$ cat src/rtl/cpu_sequencer.sv
// cpu_sequencer: multi-cycle fetch/decode/execute sequencer for the 9-bit lab CPU.
// Owns pc and ir, sequences instruction/data memory handshakes, gates register
// writeback and handles jump/branch, halt and memory timeout.
// Optional performance counters are built when SEQ_PERF_CNT_EN is defined;
// otherwise cycle_count/instr_retired are tied to 0.
//
// Handshake: a request (imem_req / dmem_req) is held high for every cycle the
// sequencer sits in the requesting state (FETCH / MEM), with address and write
// enable stable; the matching ack completes the transfer in the cycle it is seen
// high and is ignored in any other state. If no ack arrives within MAX_WAIT
// cycles (MAX_WAIT != 0) the sequencer parks in ERR until reset.
module cpu_sequencer #(
    parameter int PC_W       = 8,
    parameter int START_ADDR = 0,
    parameter int MAX_WAIT   = 15
) (
    input  logic            clock,
    input  logic            reset_n,
    input  logic            start,
    output logic            imem_req,
    output logic [PC_W-1:0] imem_addr,
    input  logic            imem_ack,
    input  logic [8:0]      imem_rdata,
    output logic [8:0]      ir,
    input  logic            dec_mem_read,
    input  logic            dec_mem_write,
    input  logic            dec_reg_write,
    input  logic            dec_branch,
    input  logic            dec_jmp,
    input  logic            dec_done,
    input  logic            branch_taken,
    input  logic [PC_W-1:0] target_addr,
    output logic            dmem_req,
    output logic            dmem_we,
    input  logic            dmem_ack,
    output logic            reg_we_en,
    output logic [PC_W-1:0] pc,
    output logic            halted,
    output logic            error,
    output logic [15:0]     cycle_count,
    output logic [15:0]     instr_retired,
    output logic [2:0]      state_dbg
);

    typedef enum logic [2:0] {
        S_IDLE   = 3'd0,
        S_FETCH  = 3'd1,
        S_DECODE = 3'd2,
        S_EXEC   = 3'd3,
        S_MEM    = 3'd4,
        S_WB     = 3'd5,
        S_HALT   = 3'd6,
        S_ERR    = 3'd7
    } state_t;

    localparam int              WAIT_W    = (MAX_WAIT < 2) ? 1 : $clog2(MAX_WAIT + 1);
    localparam logic [WAIT_W-1:0] WAIT_LAST = (MAX_WAIT == 0) ? '0 : WAIT_W'(MAX_WAIT - 1);
    localparam logic [WAIT_W-1:0] WAIT_ONE  = WAIT_W'(1);
    localparam logic [PC_W-1:0]   START_PC  = PC_W'(START_ADDR);
    localparam logic [PC_W-1:0]   PC_ONE    = PC_W'(1);

    state_t            state, state_next;
    logic [PC_W-1:0]   pc_next;
    logic              ir_load;
    logic [WAIT_W-1:0] wait_cnt;
    logic              timeout;

    // Timeout fires on the last permitted wait cycle when no ack is present.
    assign timeout   = (MAX_WAIT != 0) && (wait_cnt == WAIT_LAST);
    assign imem_addr = pc;
    assign state_dbg = state;

    // State, pc and ir registers.
    always_ff @(posedge clock or negedge reset_n) begin
        if (!reset_n) begin
            state <= S_IDLE;
            pc    <= START_PC;
            ir    <= '0;
        end else begin
            state <= state_next;
            pc    <= pc_next;
            if (ir_load) ir <= imem_rdata;
        end
    end

    // Wait counter: counts ack-less cycles in FETCH/MEM, zero everywhere else,
    // so it always starts from 0 on entry to a request state.
    always_ff @(posedge clock or negedge reset_n) begin
        if (!reset_n) begin
            wait_cnt <= '0;
        end else if ((state == S_FETCH && !imem_ack) || (state == S_MEM && !dmem_ack)) begin
            wait_cnt <= wait_cnt + WAIT_ONE;
        end else begin
            wait_cnt <= '0;
        end
    end

    // Next-state, pc update and state-decoded outputs.
    always_comb begin
        state_next = state;
        pc_next    = pc;
        ir_load    = 1'b0;
        imem_req   = 1'b0;
        dmem_req   = 1'b0;
        dmem_we    = 1'b0;
        reg_we_en  = 1'b0;
        halted     = 1'b0;
        error      = 1'b0;
        case (state)
            S_IDLE: begin
                if (start) begin
                    state_next = S_FETCH;
                    pc_next    = START_PC;
                end
            end
            S_FETCH: begin
                imem_req = 1'b1;
                if (imem_ack) begin
                    ir_load    = 1'b1;
                    state_next = S_DECODE;
                end else if (timeout) begin
                    state_next = S_ERR;
                end
            end
            S_DECODE: begin
                state_next = dec_done ? S_HALT : S_EXEC;
            end
            S_EXEC: begin
                state_next = (dec_mem_read || dec_mem_write) ? S_MEM : S_WB;
            end
            S_MEM: begin
                // A read+write decode is treated as a write.
                dmem_req = 1'b1;
                dmem_we  = dec_mem_write;
                if (dmem_ack) begin
                    state_next = S_WB;
                end else if (timeout) begin
                    state_next = S_ERR;
                end
            end
            S_WB: begin
                reg_we_en  = dec_reg_write;
                state_next = S_FETCH;
                if (dec_jmp) begin
                    pc_next = target_addr;
                end else if (dec_branch && branch_taken) begin
                    pc_next = target_addr;
                end else begin
                    pc_next = pc + PC_ONE;
                end
            end
            S_HALT: begin
                halted = 1'b1;
                if (start) begin
                    state_next = S_FETCH;
                    pc_next    = START_PC;
                end
            end
            S_ERR: begin
                error = 1'b1;
            end
            default: begin
                state_next = S_IDLE;
            end
        endcase
    end

`ifdef SEQ_PERF_CNT_EN
    logic perf_clr;
    logic perf_run;
    logic perf_retire;

    assign perf_clr    = start && (state == S_IDLE || state == S_HALT);
    assign perf_run    = (state == S_FETCH) || (state == S_DECODE) || (state == S_EXEC) ||
                         (state == S_MEM) || (state == S_WB);
    assign perf_retire = (state == S_WB);

    // Saturating busy-cycle and retired-instruction counters.
    always_ff @(posedge clock or negedge reset_n) begin
        if (!reset_n) begin
            cycle_count   <= '0;
            instr_retired <= '0;
        end else if (perf_clr) begin
            cycle_count   <= '0;
            instr_retired <= '0;
        end else begin
            if (perf_run && cycle_count != 16'hFFFF) cycle_count <= cycle_count + 16'd1;
            if (perf_retire && instr_retired != 16'hFFFF) instr_retired <= instr_retired + 16'd1;
        end
    end
`else
    assign cycle_count   = '0;
    assign instr_retired = '0;
`endif

endmodule
$ cat config.mk
export PLATFORM = sky130hd
export DESIGN_NAME = cpu_sequencer
export DESIGN_NICKNAME = d
export VERILOG_FILES = /design/src/rtl/cpu_sequencer.sv
export SDC_FILE = /design/constraint.sdc
export NUM_CORES = 1
export LEC_CHECK = 0
export ABC_AREA = 1
export BUFFER_PORTS_ARGS = -buffer_cell sky130_fd_sc_hd__buf_2
export CORE_ASPECT_RATIO = 1.1
export CORE_MARGIN = 3
export CORE_UTILIZATION = 39
export CTS_BUF_LIST = sky130_fd_sc_hd__clkbuf_4 sky130_fd_sc_hd__clkbuf_8 sky130_fd_sc_hd__clkbuf_16
export CTS_CLUSTER_DIAMETER = 30
export CTS_CLUSTER_SIZE = 40
export DETAILED_ROUTE_END_ITERATION = 6
export GPL_ROUTABILITY_DRIVEN = 0
export PLACE_DENSITY = 0.72
export SLEW_MARGIN = 20
export SYNTH_ARGS = -nofsm -noshare
export SYNTH_HDL_FRONTEND = slang
export SYNTH_SLANG_ARGS = --single-unit
$ cat constraint.sdc
create_clock -name clock -period 2.2 [get_ports clock]
set_clock_uncertainty 0.05 [all_clocks]
set_input_delay 0.33 -clock clock [delete_from_list [all_inputs] [get_ports clock]]
set_output_delay 0.33 -clock clock [all_outputs]
set_load 0.05 [all_outputs]
==> impl_metrics.tcl <==
set metrics [dict create \
    antenna_cells 0 \
    yosysTopAreaCell "dfrtp_1" \
    fmaxAchievable_mhz 528 \
    grt_overflow 0 \
    cts_buffers 3 \
    ios 95 \
    cpPeakStageDelay_ns 0.50 \
    p_sw_share_pct 59.0 \
    hpwl_um 2830 \
    drtIter0Drc 71 \
    fillers 431 \
    setup_tns_ns 0 \
    grt_pass1_wl_um 5140 \
    crit_chain "inv_1, nand3_2, nor2_1, buf_2" \
    post-route-util_pct 48.0 \
    worstPathRequired_ns 1.82 \
    finalMaxSlewViolations 0 \
    syn_area_per_cell_sq_um 7.58 \
    post_cts_buffers 0 \
    synth.cell_area_sq_mm 0.00169 \
    crit_path_end_kind "primary output" \
    rows 24 \
    portBuffers 62 \
    violations "hold timing" \
    insertion_delay_ns 0.26 \
    syn_to_final_growth_pct 15.0 \
    synth_edf_count 0 \
    period_minus_slack_ns 1.89 \
    drive_above_1_share_pct 28.8 \
    drtPass1Iterations 4 \
    yosysWarnings 0 \
    multi_input_area_sq_um 796 \
    hold_buffers 0 \
    synthCells 223 \
    first_global_vias 1190 \
    register_area_sq_um 601 \
    antenna_left 0 \
    synth_top_area_share_pct 35.5 \
    htree_levels 1 \
    power.share.sequential_pct 25.0 \
    startpoint_type "register" \
    p_leak_nw 1.15 \
    die_width_um 68.8 \
    totalWireLength_um 3470 \
    cts_buffer_depth 2 \
    nets 311 \
    hold_viol 24 \
    wl_per_cell_um 10.5 \
    arrival_ns 1.51 \
    slowest_stage "dfrtp_1" \
    drt-vias-per-instance 4.45 \
    ys.flop_type "dfrtp_1" \
    rsz0062_at_grt "no" \
    vias 1467 \
    core_area_sq_mm 0.00405 \
    worstHoldPathType "input pin to async pin" \
    final_cell_area_sq_mm 0.00194 \
    outcome "complete, but fails checks" \
    fin_crit_sh_pct 86.1 \
    setup_viol 0 \
    yosysSeqAreaShare_pct 35.5 \
    maxCapViolations 0 \
    start_util_pct 41.7 \
    holdWs_ns -0.00701 \
    drc 0 \
    cts_tree "yes" \
    slew_headroom_pct 63.6 \
    ctsResizeCount 0 \
    placed_area_sq_mm 0.00187 \
    grt_max_degree 25 \
    power.internal_w 0.00137 \
    grt.total_usage_pct 12.8 \
    power.clock.fraction_pct 11.5 \
    ys_seq_elements 24 \
    reg2reg_slack_ns 0.54 \
    async_flop_share_pct 100 \
    cts-root-buf "clkbuf_8" \
    antenna_found_initial 0 \
    die_y_um 75.1 \
    p_per_area_mw_per_mm2 1720 \
    worst_pin_slew_ns 0.547 \
    critPathKind "register to primary output" \
    yosys-top-cells-area "dfrtp_1 36%, buf_4 18%, nand2_1 11%" \
    cts_num_sinks 24 \
    crit_path_max_fanout 10 \
    cts.reportedPaths.clkPinSlew_ns 0.09 \
    dieArea_sq_mm 0.00516 \
    power.switching_w 0.00197 \
    synth_cell_types 23 \
    irDropWorstVdd_mv 0.792 \
    combPwrFrac_pct 63.5 \
]
==> synth_stat cells, types with 2 or more instances <==
library cell  count
nand2_1          48
buf_4            41
nor2_1           28
dfrtp_1          24
inv_1            24
o21ai_0          13
nand3_1          10
mux2_2            9
a21oi_1           7
ha_1              3
xor2_1            3
o211ai_1          2
==> cells by family after synthesis <==
logic type,share of synthesized area (%)
fa+ha+maj,2.22
xor+xnor,2.07
other cells,0.222
compound gates,7.92
buf+inv,24.3
mux,6.00
simple gates,21.8
flops,35.5
==> power groups by stage <==
| stage | Clock (W) | Sequential [W] | Combinational, W |
|---|---|---|---|
| after floorplan | 0 | 0.00139 | 0.00127 |
| after global placement | 0 | 0.000834 | 0.00212 |
| after detailed placement | 0 | 0.000844 | 0.00213 |
| after CTS | 0.000391 | 0.000835 | 0.00213 |
| after global routing | 0.000413 | 0.000866 | 0.00229 |
| final | 0.000383 | 0.000835 | 0.00212 |
==> state kept, by name, indices dropped and copies added, names as in the netlist <==
| name | count |
|---|---|
| ir | 9 |
| imem_addr | 8 |
| wait_cnt | 4 |
| state_dbg | 3 |
==> worst max-delay path, delay by kind of cell, from the launching register on <==
kind,cells,cell delay [ns]
AND/OR/NAND/NOR,2,0.32
flip-flops,1,0.50
buffers and inverters,2,0.43
==> per-layer routing <==
metal | up-vias | global-route usage, % | share of wire [%]
met4 | 0 | 1.30 | 0.29
met1 | 664 | 16.5 | 40
li1 | 734 | - | -
met2 | 67 | 22.8 | 50
met5 | - | 0 | 0
met3 | 2 | 2.24 | 9.4
==> path summary, 6_finish.rpt <==
path	cells past startpoint	from	endpoint
max in group asynchronous	1	reset_n	state_dbg[2]
worst min-delay path	1	reset_n	imem_addr[3]
worst max register to register	7	state_dbg[2]	imem_addr[1]
min in group clock	2	imem_rdata[8]	ir[8]
worst min register to register	1	wait_cnt[0]	wait_cnt[0]
worst max-delay path	4	state_dbg[1]	reg_we_en
==> through the flow <==
stage / setup WS [ns] / power [W] / std cells
after floorplan: 0.0791 / 0.00266 / 254
after global placement: 0.636 / 0.00296 / 326
after detailed placement: 0.559 / 0.00297 / 326
after CTS: 0.290 / 0.00336 / 330
after global routing: 0.134 / 0.00357 / 330
final: 0.307 / 0.00334 / 330
==> layout make-up <==
type                            instances  share of cell area [%]
Timing Repair Buffer                   63                    16.3
Inverter                               25                    4.83
Clock inverter                          1                    1.54
Sequential cell                        24                    30.9
Clock buffer                            3                    2.12
Tap cell                               52                    3.35
Multi-Input combinational cell        162                    40.9
==> cells in the final DEF, fill, tap and decap left out, drive strengths merged <==
cell,Yosys,routed
inv,25,25
mux2,9,9
o22ai,1,1
dfrtp,24,24
conb,1,32
ha,3,3
bufinv,0,1
nand3,11,11
xnor2,1,1
clkbuf,1,3
a21o,1,1
nand2,49,49
nor3,1,1
buf,42,63
xor2,3,3
nor2,28,28
o211ai,2,2
o21ai,14,14
a21oi,7,7
Power figures use the tool's default switching activity.
